--- src/rtl/reg_select_pipe_decoder_pkg.sv ---
// Shared types and defaults for the pipelined register-select decoder.
package reg_select_pipe_decoder_pkg;

    localparam int unsigned WB_DEPTH_DEFAULT = 3;

    // Stage address field is sized for the widest supported ADDR_W; narrower
    // addresses are zero-extended so one struct serves every parameterisation.
    localparam int unsigned RD_W_MAX = 16;

    typedef struct packed {
        logic [RD_W_MAX-1:0] rd;
        logic                wr;
        logic                valid;
    } stage_t;

    // True when a stage carries a write that will really land in the register file.
    function automatic logic stage_writes(stage_t s, logic zero_suppress);
        return s.valid & s.wr & ~(zero_suppress & (s.rd == '0));
    endfunction

endpackage

--- src/rtl/reg_select_pipe_decoder_onehot_dec.sv ---
// onehot_dec: binary address to one-hot select, gated by an enable.
module reg_select_pipe_decoder_onehot_dec #(
    parameter int unsigned ADDR_W   = 5,
    parameter int unsigned NUM_REGS = 2 ** ADDR_W
) (
    input  logic [ADDR_W-1:0]   addr,
    input  logic                en,
    output logic [NUM_REGS-1:0] onehot
);

    // Full-width constant 1 so the shift never truncates.
    always_comb begin
        onehot = en ? (NUM_REGS'(1) << addr) : '0;
    end

endmodule

--- src/rtl/reg_select_pipe_decoder.sv ---
// Pipelined register-select decoder: registered A/B read selects, D write
// select delayed WB_DEPTH unstalled cycles, and RAW hazard flags.
module reg_select_pipe_decoder
    import reg_select_pipe_decoder_pkg::*;
#(
    parameter int unsigned ADDR_W        = 5,
    parameter int unsigned NUM_REGS      = 2 ** ADDR_W,
    parameter int unsigned WB_DEPTH      = WB_DEPTH_DEFAULT,
    parameter bit          ZERO_SUPPRESS = 1'b1
) (
    input  logic                clk,
    input  logic                rst_n,
    input  logic                in_valid,
    input  logic [ADDR_W-1:0]   rs_in,
    input  logic [ADDR_W-1:0]   rt_in,
    input  logic [ADDR_W-1:0]   rd_in,
    input  logic                wr_en_in,
    input  logic                stall,
    input  logic                flush,
    output logic [NUM_REGS-1:0] a_sel,
    output logic [NUM_REGS-1:0] b_sel,
    output logic [NUM_REGS-1:0] d_sel,
    output logic                d_valid,
    output logic                a_hazard,
    output logic                b_hazard
);

    stage_t                stage_q [0:WB_DEPTH];
    logic [NUM_REGS-1:0]   a_dec;
    logic [NUM_REGS-1:0]   b_dec;
    logic [WB_DEPTH-1:0]   a_match;
    logic [WB_DEPTH-1:0]   b_match;
    logic [RD_W_MAX-1:0]   rs_ext;
    logic [RD_W_MAX-1:0]   rt_ext;
    logic [RD_W_MAX-1:0]   rd_ext;
    logic                  advance;
    logic                  accept;

    assign rs_ext = RD_W_MAX'(rs_in);
    assign rt_ext = RD_W_MAX'(rt_in);
    assign rd_ext = RD_W_MAX'(rd_in);

    // Flush overrides stall so older writes keep draining while stage 0 is killed.
    assign advance = flush | ~stall;
    assign accept  = ~flush & ~stall & in_valid;

    reg_select_pipe_decoder_onehot_dec #(
        .ADDR_W   (ADDR_W),
        .NUM_REGS (NUM_REGS)
    ) u_dec_a (
        .addr   (rs_in),
        .en     (1'b1),
        .onehot (a_dec)
    );

    reg_select_pipe_decoder_onehot_dec #(
        .ADDR_W   (ADDR_W),
        .NUM_REGS (NUM_REGS)
    ) u_dec_b (
        .addr   (rt_in),
        .en     (1'b1),
        .onehot (b_dec)
    );

    // Only the writeback stage is decoded; earlier stages stay encoded.
    assign d_valid = stage_writes(stage_q[WB_DEPTH], ZERO_SUPPRESS);

    reg_select_pipe_decoder_onehot_dec #(
        .ADDR_W   (ADDR_W),
        .NUM_REGS (NUM_REGS)
    ) u_dec_d (
        .addr   (stage_q[WB_DEPTH].rd[ADDR_W-1:0]),
        .en     (d_valid),
        .onehot (d_sel)
    );

    // Writeback stage is excluded: the register file writes before it reads.
    for (genvar g = 0; g < WB_DEPTH; g++) begin : g_hazard
        assign a_match[g] = stage_writes(stage_q[g], ZERO_SUPPRESS) && (stage_q[g].rd == rs_ext);
        assign b_match[g] = stage_writes(stage_q[g], ZERO_SUPPRESS) && (stage_q[g].rd == rt_ext);
    end

    // Pipeline registers: accept into stage 0, shift the rest, hold on stall.
    always_ff @(posedge clk or negedge rst_n) begin
        if (!rst_n) begin
            a_sel    <= '0;
            b_sel    <= '0;
            a_hazard <= 1'b0;
            b_hazard <= 1'b0;
            for (int i = 0; i <= WB_DEPTH; i++) begin
                stage_q[i] <= '0;
            end
        end else if (advance) begin
            for (int i = 1; i <= WB_DEPTH; i++) begin
                stage_q[i] <= stage_q[i-1];
            end
            if (accept) begin
                a_sel      <= a_dec;
                b_sel      <= b_dec;
                a_hazard   <= |a_match;
                b_hazard   <= |b_match;
                stage_q[0] <= '{rd: rd_ext, wr: wr_en_in, valid: 1'b1};
            end else begin
                a_sel      <= '0;
                b_sel      <= '0;
                a_hazard   <= 1'b0;
                b_hazard   <= 1'b0;
                stage_q[0] <= '0;
            end
        end
    end

endmodule

--- config.mk ---
export PLATFORM = sky130hd
export DESIGN_NAME = reg_select_pipe_decoder
export DESIGN_NICKNAME = d
export VERILOG_FILES = /design/src/rtl/reg_select_pipe_decoder_pkg.sv /design/src/rtl/reg_select_pipe_decoder_onehot_dec.sv /design/src/rtl/reg_select_pipe_decoder.sv
export SDC_FILE = /design/constraint.sdc
export NUM_CORES = 1
export LEC_CHECK = 0
export BUFFER_PORTS_ARGS = -buffer_cell sky130_fd_sc_hd__buf_2
export CAP_MARGIN = 20
export CORE_MARGIN = 2
export CORE_UTILIZATION = 39
export DETAILED_ROUTE_END_ITERATION = 10
export SLEW_MARGIN = 20
export SYNTH_ARGS = -nofsm -noshare
export SYNTH_HDL_FRONTEND = slang
export SYNTH_SLANG_ARGS = --single-unit
--- constraint.sdc ---
create_clock -name clk -period 1.9 [get_ports clk]
set_input_delay 0.285 -clock clk [delete_from_list [all_inputs] [get_ports clk]]
set_output_delay 0.285 -clock clk [all_outputs]
set_load 0.02 [all_outputs]
==> results.md, run 1 <==
* First-pass GRT wire length at 17200 um
* Hpwl dp at 7400 um
* Register area share after synthesis at 55.8%
* Final non-filler cell area at 0.00524 mm^2
* DIE HEIGHT at 108 um
* Final GP Congestion at 0.784
* Area delta synth->final at 24.4%
* Die width at 108 um
* Max-cap violations at 0
* Critical path peak fanout at 6
* DR vias at 3481
* # rows at 37
* Root buffer cell: clkbuf_8
* Largest net degree at the start of global routing at 77
* Post-synth EDFFs at 0
* Longest Clk Path Bufs at 2
* Critical Path RT at 1.62 ns
* Post-synth net total at 432
* Largest cells by area after synthesis: dfrtp_1 56%, nand2_1 6.2%, o21ai_0 5.9%
* Worst clock skew at 0.00409 ns
* Gr usage total at 18.8%
* Status: completed
* Final Max Tran Viols at 0
* Final core utilization at 50.3%
* Routed WL per cell at 16.0 um
* Hold Path Class: primary input to flop
* Yosys top cell area share at 55.8%
* Power Density at 722 mW/mm^2
* Max Fclk at 550 MHz
* Period utilisation layout at 95.8%
* Crit path kind: flop to output port
* CP Data Arrival Time at 1.53 ns
* Most common cell after layout, fill and taps aside: buf_2
* Post-synthesis async set-or-reset flop share at 100%
* Final net count at 548
* Diode count at 0
* Syn avg cell area at 10.3 um^2
* TritonCTS Buffers at 9
* #FFs+latches synth at 94
* Setup TNS at 0 ns
* Vias in the first global route at 3395
* Final Hold Viols at 0
* Overall routed net length at 10700 um
* Port Buf Inserts at 118
* Initial antenna violation count at 0
* Syn Inst Count at 411
* Starting DRT DRC Count at 190
* Crit path launch type: flop
* Endpoints failing setup at 0
* Layout cell share with drive strength beyond 1 at 35.0%
* Peak supply drop at 431 uV
* Initial Utilization at 40.5%
* Leak Pwr at 2.68 nW
* RSZ-0062 raised after global routing: yes
* Clock sinks at 94
* CTS tree: done
* H-tree levels at 3
* Filler cell count at 985
* Clock latency on the worst-skew pair at 0.36 ns
* DRC at 0
* Avg Vias per Cell at 5.21
* Die area at 0.0117 mm^2
* Gr ovfl total at 0
* Yosys top cell by area: dfrtp_1
* Post-Synthesis Cell Area at 0.00422 mm^2
* # IOs at 120
* Routed Antenna Nets at 0
* Drt pass-1 iters at 4
* Pwr Total at 3.79 mW
* Yosys warns at 0
* Clk slew on worst S/H paths at 0.08 ns
* Minimum clock period after layout at 1.82 ns
* Netlist cell types at 31
* Commonest non-fill, non-tap cells in the layout: 114 x buf_2, 92 x dfrtp_1, 70 x nand2_1, 50 x o21ai_0, 33 x nor2_1
* Nature of the critical path endpoint: output port
* Synth Flop Type: dfrtp_1
* Area after DPL at 0.00495 mm^2
* CORE AREA at 0.0104 mm^2
path summary, 6_finish.rpt:
kind                                  start     endpoint  slack (ns)  depth (start not counted)
worst min-delay path               rd_in[0]  stage_q[56]        0.13                          2
worst max-delay path             stage_q[0]    d_sel[21]        0.08                          5
worst min register to register    b_sel[11]    b_sel[11]        0.48                          2
min in group asynchronous             rst_n    b_sel[27]        0.30                          2
max in group asynchronous             rst_n     a_sel[2]        1.03                          3
worst max register to register  stage_q[21]     a_hazard        0.32                          4
per-layer routing:
metal | wire length (um) | global-route usage, % | part of all wire, %
met5 | 0 | 0 | 0
met4 | 112 | 7.14 | 1.1
met3 | 361 | 2.47 | 3.4
met2 | 5190 | 30.0 | 49
met1 | 4990 | 26.2 | 47
timing repair:
action,CTS,global route
hold endpoints to repair,10,0
setup buffers,2,2
resized for setup,5,11
hold buffers,1,0
setup endpoints to repair,12,10
pin swaps,0,0
per-stage QoR:
stage | hold WS (ns) | worst slack [ns] | cells
after floorplan | -0.0106 | 0.120 | 411
after global placement | 0.133 | 0.211 | 647
after detailed placement | 0.136 | 0.156 | 647
after CTS | 0.117 | 0.0382 | 666
after global routing | 0.125 | -0.0203 | 668
final | 0.133 | 0.0806 | 668
flip-flops by register name (all words and copies together) (netlist names):
name / cells
a_sel: 32
b_sel: 32
stage_q: 28
a_hazard: 1
b_hazard: 1
area by class of cell:
cell class	count	area [um^2]	area share, %
Clock buffer	12	155	2.96
Clock inverter	4	45.0	0.859
Multi-Input combinational cell	291	1790	34.2
Sequential cell	94	2350	44.9
Tap cell	136	170	3.25
Timing Repair Buffer	131	726	13.8
critical path, cell delays in order (launching register included):
cell and delay [ns]:
dfrtp_1 0.35, and2_4 0.17, nand3_1 0.10, or2_4 0.26, nor2_1 0.13, buf_4 0.16
synthesized netlist by cell type (4+ instances only):
cell type / instances
buf_2: 11
a22o_1: 11
nor2_1: 33
xor2_1: 18
dfrtp_1: 94
nand2b_1: 8
nand2_1: 70
o21ai_0: 50
mux2_2: 21
nor2b_1: 7
or2_2: 4
nand4_1: 9
nand3b_1: 4
nor3_1: 11
nand3_1: 10
xnor2_1: 12
a32o_1: 5
clkbuf_1: 10
kinds of logic (layout without fill, tap and decap cells):
logic type	Yosys count	count (layout)	share of synthesized area, %
AOI/OAI and AO/OA	74	74	11.2
muxes	21	21	5.61
and+or+nand+nor	165	165	18.3
buffers and inverters	26	147	2.82
DFF	94	94	55.8
other	1	1	0.0889
xor gates and xnor gates	30	30	6.23
report_power, final:
group          total, mW  internal [mW]  leakage (nW)  switching (mW)
logic              0.341          0.133          1.27           0.208
clock network       1.35          0.675         0.106           0.673
registers           2.10           2.04          1.30          0.0597
Note: power is estimated with default switching activity, not from simulation.
==> run 2, diff against run 1 <==
Settings changed: CELL_PAD_IN_SITES_DETAIL_PLACEMENT set to 0, CELL_PAD_IN_SITES_GLOBAL_PLACEMENT set to 2, CORE_UTILIZATION 39 to 32, CTS_CLUSTER_SIZE set to 16, PLACE_DENSITY_LB_ADDON set to 0.1.
==> run 2 against run 1 <==
Cell area is 2.8% higher. First-iteration DRC count is 19% lower. Sequential share of layout area is 1.2 points lower. Routed wire length is 7.5% higher. Clock-buffer cell count is 3 lower. Combinational power hardly changed. Clock skew is 0.0034 ns higher. Cell count is 4.9% higher. Setup slack better by 0.027 ns. Critical path depth stayed put. Clock power is 38% higher. Total power is 13% higher. Critical endpoint is now d_sel[20]. Highest routed layer unchanged.
==> results.md, run 2 (same netlist as run 1, synthesis figures left out) <==
* Fin cells at 701 (+4.9%)
* Final net count at 545 (-0.55%)
* CP Data Arrival Time at 1.51 ns (-0.02 ns)
* Routed Antenna Nets at 0 (unchanged)
* Worst clock skew at 0.00745 ns (+0.00336 ns)
* Final GP Congestion at 0.713 (-9.1%)
* Clock sinks at 94 (unchanged)
* Leak Pwr at 2.69 nW (+0.60%)
* Die width at 119 um (+10%)
* Critical path peak fanout at 6 (unchanged)
* Nature of the critical path endpoint: output port
* Crit path kind: flop to output port
* Crit path launch type: flop
* Vias in the first global route at 3518 (+3.6%)
* Peak supply drop at 339 uV (-21%)
* RSZ-0062 raised after global routing: yes
* Final worst slack at 0.108 ns (+0.0270 ns)
* Hold Startpoint: rd_in[4]
* Max-cap violations at 0 (unchanged)
* Drt pass-1 iters at 4 (unchanged)
* Die area at 0.0141 mm^2 (+21%)
* # rows at 41 (+11%)
* Routed WL per cell at 16.3 um (+2.4%)
* Largest regs: a_sel: 32 flops, b_sel: 32 flops, stage_q: 28 flops
* Initial antenna violation count at 0 (unchanged)
* Minimum clock period after layout at 1.79 ns (-0.0270 ns)
* Worst r2r src: stage_q[57]
* Endpoints failing setup at 0 (unchanged)
* Period utilisation layout at 94.3% (-1.4 points)
* H-tree levels at 3 (unchanged)
* Worst-margin pin slew at 0.601 ns
* Area delta synth->final at 27.9%
* Clk slew on worst S/H paths at 0.07 ns (about the same)
* Initial Utilization at 33.1% (-7.3 points)
* Final Max Tran Viols at 0 (unchanged)
* TritonCTS Buffers at 9 (unchanged)
* First-pass GRT wire length at 18700 um (+8.7%)
* Pwr Total at 4.30 mW (+13%)
* Commonest non-fill, non-tap cells in the layout: 110 x buf_2, 92 x dfrtp_1, 70 x nand2_1, 50 x o21ai_0, 32 x nor2_1
* Port Buf Inserts at 118 (unchanged)
* Layout cell share with drive strength beyond 1 at 34.6% (-0.37 points)
* DP Worst Slack at 0.117 ns (-0.0391 ns)
* CTS tree: done
* Max Fclk at 558 MHz (+1.5%)
* Power Density at 797 mW/mm^2 (+10%)
* DRC at 0 (unchanged)
* Hold Path Class: primary input to flop
* DIE HEIGHT at 119 um (+10%)
* Avg Vias per Cell at 4.87 (-6.6%)
* Gr usage total at 16.8% (-2.0 points)
* Critical Path RT at 1.62 ns (about the same)
* Starting DRT DRC Count at 153 (-19%)
* Hold WS at 0.152 ns (+0.0198 ns)
* Slew HR at 59.9%
* Longest Clk Path Bufs at 2 (unchanged)
* Placed Cells at 683 (+5.6%)
* Hpwl dp at 7970 um (+7.7%)
* Diode count at 0 (unchanged)
* DR vias at 3411 (-2.0%)
* Most common cell after layout, fill and taps aside: buf_2
* Clock latency on the worst-skew pair at 0.34 ns (-0.02 ns)
* Root buffer cell: clkbuf_16
* # IOs at 120 (unchanged)
* Overall routed net length at 11500 um (+7.5%)
* Status: completed
* Largest net degree at the start of global routing at 78 (+1.3%)
* Final Hold Viols at 0 (unchanged)
* CORE AREA at 0.0127 mm^2 (+22%)
* Beginning of the critical path: stage_q[0]
* Gr ovfl total at 0 (unchanged)
## run 2: worst paths after layout
path,to,cells past startpoint,slack [ns]
setup / recovery,d_sel[20],5,0.11
hold / removal,stage_q[60],2,0.15
setup reg to reg,b_hazard,4,0.31
hold reg to reg,a_sel[10],2,0.47
max in group asynchronous,stage_q[2],3,0.83
min in group asynchronous,b_sel[7],2,0.48
## run 2: critical path: stages (launching register included)
cell and delay (ns):
dfrtp_1 0.34, and2_4 0.18, nand3b_1 0.11, or2_4 0.27, nor2_1 0.11, buf_4 0.15
## run 2: metrics by stage
step	utilization [%]	area, um^2	TNS (ns)
after global placement	39.4	5010	0
final	42.4	5390	0
after CTS	42.0	5350	0
after global routing	42.4	5390	-0.0735
after detailed placement	39.4	5010	0
after floorplan	-	4220	0
## run 2: cell type report
type	count	area, um^2
sequential	94	2350
timing repair buffer	128	726
fill	1302	7330
tap	172	215
clock buffer	9	225
clock inverter	7	78.8
multi-input combinational	291	1790
## run 2: metal layers
layer | up-vias | share of wire, % | track usage [%] | wire length (um)
li1 | 1635 | - | - | -
met1 | 1695 | 46 | 22.9 | 5270
met2 | 73 | 49 | 26.4 | 5570
met3 | 8 | 4.2 | 3.72 | 485
met4 | 0 | 1.1 | 5.58 | 124
met5 | - | 0 | 0 | 0
## run 2: where the power goes
group,switching (mW),leakage (nW),internal (mW)
Clock,0.821,0.139,1.03
Combinational,0.212,1.26,0.130
Sequential,0.0595,1.30,2.04
Total,1.09,2.69,3.20
## run 2: what timing repair did
item / 4_1_cts / 5_1_grt
endpoints found under the setup margin: 12 / 7
hold buffers: 1 / 0
hold endpoints to repair: 39 / 0
setup buffers: 1 / 0
resized for setup: 7 / 14
